### src/rtl/ICEAppTypes.sv
// rtl/ICEAppTypes.sv - shared state encoding and Fletcher-32 helpers
package ICEAppTypes;

   typedef enum logic [2:0] {
      ST_IDLE,
      ST_HEADER,
      ST_PIXELS,
      ST_CKSUM_LO,
      ST_CKSUM_HI,
      ST_PADDING,
      ST_DONE
   } state_t;

   localparam logic [16:0] FLETCHER_MOD = 17'd65535;

   // One modular add; both operands are below 2^16 so a single subtract suffices.
   function automatic logic [15:0] fletcher_add(input logic [15:0] a, input logic [15:0] b);
      logic [16:0] s;
      s = {1'b0, a} + {1'b0, b};
      if (s >= FLETCHER_MOD) s = s - FLETCHER_MOD;
      return s[15:0];
   endfunction

endpackage

### src/rtl/fletcher32_acc.sv
// rtl/fletcher32_acc.sv - Fletcher-32 running sum over 16-bit words
module fletcher32_acc
   import ICEAppTypes::*;
(
   input  logic        clk,
   input  logic        clr,
   input  logic        en,
   input  logic [15:0] word,
   output logic [31:0] sum
);

   logic [15:0] s1;
   logic [15:0] s2;
   logic [15:0] s1_next;

   assign s1_next = fletcher_add(s1, word);

   always_ff @(posedge clk) begin
      if (clr) begin
         s1 <= 16'd0;
         s2 <= 16'd0;
      end else if (en) begin
         s1 <= s1_next;
         s2 <= fletcher_add(s2, s1_next);
      end
   end

   assign sum = {s2, s1};

endmodule

### config.mk
export PLATFORM = sky130hd
export DESIGN_NAME = fletcher32_acc
export DESIGN_NICKNAME = d
export VERILOG_FILES = /design/src/rtl/ICEAppTypes.sv /design/src/rtl/fletcher32_acc.sv
export SDC_FILE = /design/constraint.sdc
export NUM_CORES = 1
export LEC_CHECK = 0
export CAP_MARGIN = 20
export CORE_ASPECT_RATIO = 1.1
export CORE_MARGIN = 1
export CORE_UTILIZATION = 45
export DETAILED_ROUTE_END_ITERATION = 10
export DONT_BUFFER_PORTS = 1
export PLACE_DENSITY_LB_ADDON = 0.2
export SLEW_MARGIN = 10
export SYNTH_ARGS = -nofsm -noshare
export SYNTH_HDL_FRONTEND = slang
export SYNTH_SLANG_ARGS = --single-unit
export TNS_END_PERCENT = 5
### constraint.sdc
create_clock -name clk -period 14.2 [get_ports clk]
set_input_delay 4.26 -clock clk [delete_from_list [all_inputs] [get_ports clk]]
set_output_delay 4.26 -clock clk [all_outputs]
set_load 0.01 [all_outputs]
==> Word level (Yosys, flattened, before mapping) <==
Cells that the tools add are included.
{ "word_totals": {"reg_bits": 32, "latch_bits": 0, "ramBits": 0, "rom_bits": 0, "wordCells": 10, "n_memories": 0} }
{ "op_classes": {"n_addsub": 4, "mul": 0, "div": 0, "magnitude_cmp": 2, "n_eq_ne": 0, "n_shift": 0, "n_mux": 2, "bitwise": 0, "n_reduce_logical": 0} }
{ "op_table": {"columns": ["op", "n"], "rows": [
  ["adder 16 x 16 -> 17 bit", 2],
  ["greater-or-equal comparator 17 x 16 -> 1 bit, second input constant", 2],
  ["2-to-1 mux 16 bit", 2],
  ["subtractor 16 bit, second input constant", 2]
]} }

==> Logic depth before layout (Yosys ltp) <==
Gate-level depths: netlist of run 1.
{ "depth": {"ltp_word": 6, "mapped_depth": 24, "mapped_depth_nobuf": 22} }

==> Worst setup path before layout of run 1 <==
OpenSTA, ideal clock, no wires.
{ "synth_path": {"kind": "input port to flip-flop", "startpoint": "input port word[0]", "endpoint": "register s2[4]", "arrival_time_ns": 9.927, "required_ns": 14.073, "setup_slack_ns": 4.146, "stages": 21, "path_buffers": 1, "path_cell_list": "ha_1 > fa_1 > a21o_1 > a221oi_4 > a311oi_1 > or4b_4 > nor4_4 > a31oi_2 > or4_1 > nand2_1 > ha_1 > a21o_1 > a21oi_1 > nand2_1 > o31ai_1 > xor2_1 > or4_1 > o41ai_2 > buf_4 > nor3_1 > or3b_1"} }
{ "synth_via": {"elab_chain_cells": 6} }
{ "synth_lines": {"columns": ["element", "line", "text"], "rows": [
  ["start, declared", "fletcher32_acc.sv:8", "input logic [15:0] word,"],
  ["adder 16 x 16 -> 17 bit *", "ICEAppTypes.sv:19", "s = {1'b0, a} + {1'b0, b};"],
  ["subtractor 16 bit or greater-or-equal comparator 17 x 16 -> 1 bit (tied branches)", "ICEAppTypes.sv:20", "if (s >= FLETCHER_MOD) s = s - FLETCHER_MOD;"],
  ["2-to-1 mux 16 bit *", "ICEAppTypes.sv:20", null],
  ["named net s1_next[4]", "fletcher32_acc.sv:14", "logic [15:0] s1_next;"],
  ["adder 16 x 16 -> 17 bit *", "ICEAppTypes.sv:19", null],
  ["subtractor 16 bit or greater-or-equal comparator 17 x 16 -> 1 bit (tied branches)", "ICEAppTypes.sv:20", null],
  ["2-to-1 mux 16 bit *", "ICEAppTypes.sv:20", null],
  ["end signal, assigned", "fletcher32_acc.sv:24", "s2 <= fletcher_add(s2, s1_next);"],
  ["end, declared", "fletcher32_acc.sv:13", "logic [15:0] s2;"]
]} }
The timed path passes the listed nets; every way through them passes the cells marked *.
A chain may end at the register's enable or synchronous reset.

==> Worst setup path after layout of run 1 <==
Same ends and word-level chain as after synthesis.

==> results.yml, run 1 <==
status:
  outcome: "completed"
routing:
  vias_per_cell: 6.466
  ant_nets: 0
  drc: 0
  drt_wl_total_um: 10720
  routedWlPerCell_um: 18.11
  dr.pass1.iters: 4
  via_count: 3828
  drt_iter0_markers: 168
clocking:
  post_cts_buffers: 0
  cts.clk_slew.worst_paths_ps: 80
  cts_buffers: 5
  clk_latency_ps: 290
  cts_sinks: 32
  holdBufCountCts: 0
  cts_tree: "done"
  max-clock-path-buffers: 2
  htreeDepth: 2
  cts-root-buf: "clkbuf_8"
  ctsResizeCount: 0
yosys:
  yosysSeqAreaShare_pct: 16.76
  ys_ff_latch: 32
  syn_avg_cell_area_um2: 7.645
  syn-cell-area_mm2: 0.003822
  ys_types: 71
  synthesis.nets: 556
  ys.flop_type: "dfxtp_1"
  synth_cells: 500
  yosys_warnings: 0
  synthArstFlopShare_pct: 0
  synth_edf_count: 0
timing:
  rsz0062_at_grt: "no"
  relSlewSlack_pct: 43.27
  finClkSkew_ps: 8.231
  setup_violations: 0
  fmax_mhz: 93.67
  finalHoldViolations: 0
  min_period_ps: 10680
  worst_slew_pin_slew_ps: 829.4
  fin_tns_setup_ps: 0
  period_share_pct: 75.18
  drv_slew: 0
layout:
  post-route-util_pct: 48.90
  nets: 539
  nFillCells: 812
  n_antenna_cell: 0
  layout_common_cells: "53 x nand2_1, 46 x nor2_1, 35 x ha_1"
  layout-drive-gt1-share_pct: 6.818
  fin_cells: 592
  multi_input_area_mm2: 0.003030
  areaGrowthSynthToFinish_pct: 3.404
  seq_area_um2: 640.6
  mostFrequentLayoutCell: "nand2_1"
critical_path:
  critPathMaxFanout: 13
  crit_slowest_cell: "o41ai_4"
  cp_data_required_time_ps: 14380
  path_class: "in -> reg"
  slowest_delay_ps: 780
  path_cells: "ha_1 > fa_1 > a21o_1 > a221oi_4 > a311oi_1 > or4b_4 > nor4_4 > a31oi_2 > or4_1 > nand2_1 > ha_1 > a21o_1 > a21oi_1 > nand2_1 > o31ai_1 > xor2_1 > or4_1 > o41ai_4 > nor3_1 > or3b_1"
  worstSetupStartpointType: "input pin"
  cp-end-kind: "flip-flop"
  crit_arrival_ps: 10860
run:
  maxCapViolCount: 0
global_routing:
  antenna_found_initial: 0
  overflow: 0
  grt.total_usage_pct: 24.22
  grt_pass1_wl_um: 17550
  grt_max_degree: 56
  grt_pass1_vias: 3599
die:
  die_y_um: 98.67
  die-area_mm2: 0.008868
  num_rows: 34
  die_w_um: 89.88
  start_util_pct: 47.29
  coreArea_mm2: 0.008083
  pin_count: 51
worst_hold_path:
  holdCritPathClass: "reg -> reg"
power:
  peakVddDrop_mv: 0.1062
  clockPowerShare_pct: 9.5
  internal-power_w: 0.0003725
  p_per_area_mw_per_mm2: 209.0
  combPwrFrac_pct: 72.0
  p_switching_w: 0.0004536
  p_leak_nw: 1.603
  swShare_pct: 54.91
  p_seq_share_pct: 18.5
placed_design:
  post-place-cells: 584
  routabilityCongestion: 0.8784
  portBuffers: 0
  dp_hpwl_um: 8186
[metrics by stage]
step | cell area (µm²) | power (W) | setup WS [ps] | hold slack (ps)
final | 3953 | 0.0008261 | 3525 | 547.8
after global routing | 3953 | 0.0008978 | 2998 | 574.3
after CTS | 3941 | 0.0008149 | 3240 | 551.5
after detailed placement | 3851 | 0.0007307 | 2979 | 541.3
after global placement | 3851 | 0.0007212 | 3015 | 533.5
after floorplan | 3822 | 0.0006173 | 4146 | 510.8
[power groups by stage]
stage          Clock [W]  Sequential, W  Combinational (W)
2_1_floorplan          0       0.000144           0.000474
3_3_place_gp           0       0.000155           0.000566
3_5_place_dp           0       0.000155           0.000576
4_1_cts        0.0000801       0.000153           0.000582
5_1_grt        0.0000834       0.000156           0.000659
6_report       0.0000785       0.000153           0.000595
[per-layer routing]
metal  vias up  track usage, %  share of wire [%]
met5         -               0                  0
met4         0           9.926                2.5
met3        18           2.546                3.0
met2        89           42.66                 49
met1      1834           30.24                 46
li1       1887               -                  -
[kinds of logic (layout without fill, tap and decap cells)]
| logic type | Yosys count | in the layout | synth area share, % |
|---|---|---|---|
| compound gates | 156 | 156 | 30.61 |
| xor+xnor | 27 | 27 | 6.187 |
| mux | 4 | 4 | 1.048 |
| flops | 32 | 32 | 16.76 |
| fa+ha+maj | 37 | 37 | 12.50 |
| buf+inv | 39 | 23 | 4.255 |
| simple gates | 205 | 205 | 28.64 |
[critical path, delay by kind of cell]
family	cells	cell delay [ps]
XOR/XNOR	1	230
AND/OR/NAND/NOR	8	2690
AO/OA/AOI/OAI	8	2750
adder cells (fa/ha/maj)	3	910
[synth_stat cells, drive strengths merged (10+ instances only)]
cell	number	share of area (%)
nand2	53	5.2
nor2	46	4.5
ha	35	11
a21oi	34	4.6
dfxtp	32	17
o21ai	21	2.7
xnor2	19	4.4
clkbuf	17	1.7
inv	15	1.5
a311oi	14	3.4
nor3	13	1.7
nand3	12	1.6
a21o	11	2.2
and3	11	1.9
or3	11	1.8
a211oi	10	2.2
a31oi	10	1.8
nand4	10	1.6
[final timing paths]
kind / start / to / slack, ps / cells after the start
setup / recovery: word[0] / s2[4]$_SDFFE_PP0P_ / 3520 / 20
hold / removal: s1[14]$_SDFFE_PP0P_ / s1[14]$_SDFFE_PP0P_ / 550 / 2
setup reg to reg: s1[0]$_SDFFE_PP0P_ / s2[4]$_SDFFE_PP0P_ / 7120 / 20
hold reg to reg: s1[14]$_SDFFE_PP0P_ / s1[14]$_SDFFE_PP0P_ / 550 / 2
[sequential cells by signal (all words and copies together) (netlist names)]
name and flops:
s1 16, s2 16
[cell type report]
| cell class | count | share of cell area [%] |
|---|---|---|
| Clock buffer | 8 | 2.279 |
| Inverter | 15 | 1.425 |
| Multi-Input combinational cell | 429 | 76.67 |
| Sequential cell | 32 | 16.21 |
| Tap cell | 108 | 3.419 |
(Power assumes the default switching activity.)
==> run 2: changes to the inputs <==
Settings changed: ABC_AREA set to 1.
Clock period 14.2 ns to 9.2 ns, I/O delays scaled along.
==> results.yml, run 2 <==
clocking:
  max-clock-path-buffers: 2
  htreeDepth: 2
  post_cts_buffers: 0
  cts.clk_slew.worst_paths_ps: 70
  cts_sinks: 32
  holdBufCountCts: 0
  clk_latency_ps: 290
  cts_tree: "done"
  cts_buffers: 5
  ctsResizeCount: 0
  cts-root-buf: "clkbuf_8"
layout:
  nets: 857
  layout-drive-gt1-share_pct: 10.47
  fin_cells: 922
  layout_common_cells: "249 x nand2_1, 131 x inv_1, 80 x nor2_1"
  n_antenna_cell: 0
  reg_top3: "s1 x16, s2 x16"
  mostFrequentLayoutCell: "nand2_1"
  areaGrowthSynthToFinish_pct: 2.892
critical_path:
  cp_common_cell: "nand2_1"
  crit_slowest_cell: "fa_1"
  slowest_delay_ps: 570
  crit_arrival_ps: 7920
  cp-end-kind: "flip-flop"
  startpoint: "word[0]"
  critPathMaxFanout: 26
  reg2reg_from: "s1[0]$_SDFFE_PP0P_"
  worstSetupStartpointType: "input pin"
  cp_data_required_time_ps: 9380
  path_class: "in -> reg"
timing:
  finalHoldViolations: 0
  worst_slew_pin_slew_ps: 700.9
  setup_violations: 0
  finClkSkew_ps: 4.766
  min_period_ps: 7749
  fin_tns_setup_ps: 0
  drv_slew: 0
  period_share_pct: 84.22
  fmax_mhz: 129.1
  rsz0062_at_grt: "no"
  relSlewSlack_pct: 53.05
yosys:
  syn-cell-area_mm2: 0.004672
  synth.top_cell.area_share_pct: 20.01
  syn_avg_cell_area_um2: 5.768
  ys_types: 40
  ys.flop_type: "dfxtp_1"
  synth_cells: 810
  ys_ff_latch: 32
  synthTopCellsByArea: "nand2_1 20%, dfxtp_1 14%, inv_1 11%, ha_1 9.4%, nand3_1 7.5%"
  yosysMostFrequentCell: "nand2_1"
  synth_edf_count: 0
  yosysSeqAreaShare_pct: 13.71
  synthArstFlopShare_pct: 0
  yosys_warnings: 0
  ys_top_cells_by_count: "249 x nand2_1, 131 x inv_1, 80 x nor2_1"
  synthesis.nets: 866
  synth_top_area_cell: "nand2_1"
global_routing:
  grt_pass1_vias: 4753
  grt_max_degree: 64
  grt_pass1_wl_um: 21820
  overflow: 0
  grt.total_usage_pct: 25.66
  antenna_found_initial: 0
die:
  die_y_um: 108.9
  start_util_pct: 46.79
  die_w_um: 99.15
  die-area_mm2: 0.01079
  coreArea_mm2: 0.009985
  num_rows: 38
  pin_count: 51
power:
  total_power_w: 0.001449
  p_per_area_mw_per_mm2: 301.4
  p_leak_nw: 2.723
  peakVddDrop_mv: 0.1359
worst_hold_path:
  hold_start: "s2[15]$_SDFFE_PP0P_"
  holdCritPathClass: "reg -> reg"
placed_design:
  dp_hpwl_um: 10900
  portBuffers: 0
  routabilityCongestion: 0.9547
  post-place-cells: 914
routing:
  drt_wl_total_um: 13350
  dr.pass1.iters: 5
  via_count: 4944
  drt_iter0_markers: 240
  drc: 0
  ant_nets: 0
  routedWlPerCell_um: 14.48
  vias_per_cell: 5.362
status:
  outcome: "completed"
run:
  maxCapViolCount: 0
[run 2: routing by layer]
layer	routed length [µm]	part of all wire, %	GRT usage (%)
met5	0	0	0
met4	393	2.9	10.71
met2	7017	53	50.70
met1	5436	41	27.48
met3	499	3.7	3.077
[run 2: cell type report]
cell class | count | area (µm²)
tap | 120 | 150.1
sequential | 32 | 640.6
clock buffer | 8 | 90.09
multi-input combinational | 627 | 3416
timing repair buffer | 1 | 7.507
inverter | 134 | 503.0
fill | 1093 | 5177
[run 2: cell families after synthesis]
| family | synth area share [%] |
|---|---|
| buffers and inverters | 13.18 |
| AOI/OAI and AO/OA | 9.480 |
| adders and majority gates | 10.23 |
| and+or+nand+nor | 49.14 |
| xor gates and xnor gates | 4.258 |
| DFF | 13.71 |
[run 2: where the power goes]
| part | leakage (nW) | internal [W] | switching, W |
|---|---|---|---|
| registers | 0.266 | 0.000171 | 0.0000553 |
| clock network | 0.0455 | 0.0000612 | 0.0000581 |
| logic | 2.41 | 0.000359 | 0.000744 |
[run 2: path summary, 6_finish.rpt]
path / endpoint / slack (ps) / depth (start not counted)
worst max-delay path: s2[0]$_SDFFE_PP0P_ / 1450 / 32
worst min-delay path: s2[15]$_SDFFE_PP0P_ / 550 / 2
worst max register to register: s2[0]$_SDFFE_PP0P_ / 3530 / 32
worst min register to register: s2[15]$_SDFFE_PP0P_ / 550 / 2
[run 2: worst max-delay path, delay by kind of cell]
kind | cells | cell delay [ps]
adders and majority gates | 6 | 1970
and+or+nand+nor | 20 | 2570
AOI/OAI and AO/OA | 1 | 90
buffers and inverters | 4 | 310
xor gates and xnor gates | 1 | 240
[run 2: metrics by stage]
step | hold WS [ps] | cell area, µm² | utilization, % | setup WS [ps]
after global routing | 583.8 | 4807 | 48.15 | 925.2
after detailed placement | 540.7 | 4717 | 47.24 | 1185
after CTS | 552.1 | 4807 | 48.15 | 1468
final | 550.2 | 4807 | 48.15 | 1451
after global placement | 538.3 | 4717 | 47.24 | 1379
after floorplan | 503.9 | 4672 | - | 2037
==> run 3: changes to the inputs <==
Clock period 9.2 ns to 8 ns, I/O delays scaled along.
==> results.yml, run 3 (synthesis gave the netlist of run 2 again) <==
layout:
  n_antenna_cell: 0
  areaGrowthSynthToFinish_pct: 2.892
  nets: 857
  layout-drive-gt1-share_pct: 10.47
  reg_top3: "s1 x16, s2 x16"
  mostFrequentLayoutCell: "nand2_1"
  post-route-util_pct: 48.15
  layout_common_cells: "249 x nand2_1, 131 x inv_1, 80 x nor2_1"
  fin_area_mm2: 0.004807
  fin_cells: 922
  nFillCells: 1075
critical_path:
  critPathMaxFanout: 26
  cp_common_cell: "nand2_1"
  slowest_delay_ps: 550
  rrSetupSlack_ps: 2360
  worstRegToRegCells: 32
  path_class: "in -> reg"
  cp-end-kind: "flip-flop"
  crit_path_end: "s2[0]$_SDFFE_PP0P_"
  crit_slowest_cell: "fa_1"
  worstSetupStartpointType: "input pin"
  r2r-end: "s2[0]$_SDFFE_PP0P_"
  startpoint: "word[0]"
  cp_data_required_time_ps: 8180
  reg2reg_from: "s1[0]$_SDFFE_PP0P_"
  crit_arrival_ps: 7540
routing:
  vias_per_cell: 5.373
  drc: 0
  dr.pass1.iters: 6
  drt_wl_total_um: 13430
  via_count: 4954
  routedWlPerCell_um: 14.57
  drt_iter0_markers: 210
  ant_nets: 0
power:
  peakVddDrop_mv: 0.2078
  p_leak_nw: 2.723
  p_per_area_mw_per_mm2: 348.8
timing:
  fin_tns_setup_ps: 0
  rsz0062_at_grt: "no"
  worst_slew_pin_slew_ps: 731.5
  setup_violations: 0
  min_period_ps: 7357
  finClkSkew_ps: 3.201
  period_share_pct: 91.96
  fmax_mhz: 135.9
  finalHoldViolations: 0
  relSlewSlack_pct: 51.00
  drv_slew: 0
global_routing:
  antenna_found_initial: 0
  overflow: 0
  top_usage_layer: "met2"
  grt_max_degree: 64
  grt_use_met2_pct: 49.45
  grt_pass1_vias: 4853
  grt_pass1_wl_um: 22200
  grt.total_usage_pct: 26.12
  met3_usage_pct: 2.628
  gr-usage-met1_pct: 28.87
worst_hold_path:
  holdCritPathClass: "reg -> reg"
die:
  die-area_mm2: 0.01079
  coreArea_mm2: 0.009985
  pin_count: 51
  start_util_pct: 46.79
  die_w_um: 99.15
  num_rows: 38
  die_y_um: 108.9
clocking:
  cts.clk_slew.worst_paths_ps: 70
  ctsResizeCount: 0
  cts_buffers: 5
  holdBufCountCts: 0
  htreeDepth: 2
  max-clock-path-buffers: 2
  cts_sinks: 32
  cts_tree: "done"
  clk_latency_ps: 300
  post_cts_buffers: 0
  cts-root-buf: "clkbuf_8"
placed_design:
  portBuffers: 0
  post-place-cells: 914
  placed_area_mm2: 0.004717
  routabilityCongestion: 0.9603
  dp_hpwl_um: 10930
run:
  maxCapViolCount: 0
status:
  outcome: "completed"
==> run 3: cell counts in the layout (fill, tap and decap cells not counted) <==
No cell type changed its count.
==> run 3: report_power, final <==
| group | switching [W] | internal, W | leakage [nW] |
|---|---|---|---|
| combinational | 0.000865 | 0.000413 | 2.41 |
| sequential | 0.0000634 | 0.000197 | 0.266 |
| clock | 0.0000688 | 0.0000703 | 0.0455 |
| total | 0.000997 | 0.000680 | 2.72 |
==> run 3: how the worst min path moves through the flow <==
| stage | startpoint | endpoint | slack, ps | cells after the start |
|---|---|---|---|---|
| after CTS | s2[15]$_SDFFE_PP0P_ | s2[15]$_SDFFE_PP0P_ | 550 | 2 |
| after floorplan | s2[15]$_SDFFE_PP0P_ | s2[15]$_SDFFE_PP0P_ | 500 | 2 |
| final | s2[15]$_SDFFE_PP0P_ | s2[15]$_SDFFE_PP0P_ | 550 | 2 |
| after global placement | s2[15]$_SDFFE_PP0P_ | s2[15]$_SDFFE_PP0P_ | 540 | 2 |
| after detailed placement | s2[15]$_SDFFE_PP0P_ | s2[15]$_SDFFE_PP0P_ | 540 | 2 |
| after global routing | s2[15]$_SDFFE_PP0P_ | s2[15]$_SDFFE_PP0P_ | 560 | 2 |
==> run 3: per-layer routing <==
metal | vias to the layer above | wire (µm)
met5 | - | 0
met4 | 0 | 551
met3 | 33 | 625
met2 | 136 | 6779
met1 | 2231 | 5476
li1 | 2554 | -
==> run 3: area by class of cell <==
class                           instances  area, µm²  area share (%)
Sequential cell                        32      640.6           13.33
Inverter                              134      503.0           10.46
Clock buffer                            8      90.09           1.874
Multi-Input combinational cell        627       3416           71.06
Timing Repair Buffer                    1      7.507          0.1562
Tap cell                              120      150.1           3.123
==> run 3: critical path, delay by kind of cell <==
family          cells  cell delay (ps)
simple gates       20             2570
compound gates      1               90
fa+ha+maj           6             1930
xor+xnor            1              250
buf+inv             4              280
==> run 3: stage by stage <==
step | power (W) | hold WS [ps] | worst slack [ps]
2_1_floorplan | 0.001269 | 503.9 | 1197
3_5_place_dp | 0.001526 | 543.2 | 369.6
4_1_cts | 0.001675 | 554.1 | 678.4
3_3_place_gp | 0.001510 | 543.1 | 525.4
6_report | 0.001677 | 552.8 | 643.0
5_1_grt | 0.001863 | 563.9 | 147.2
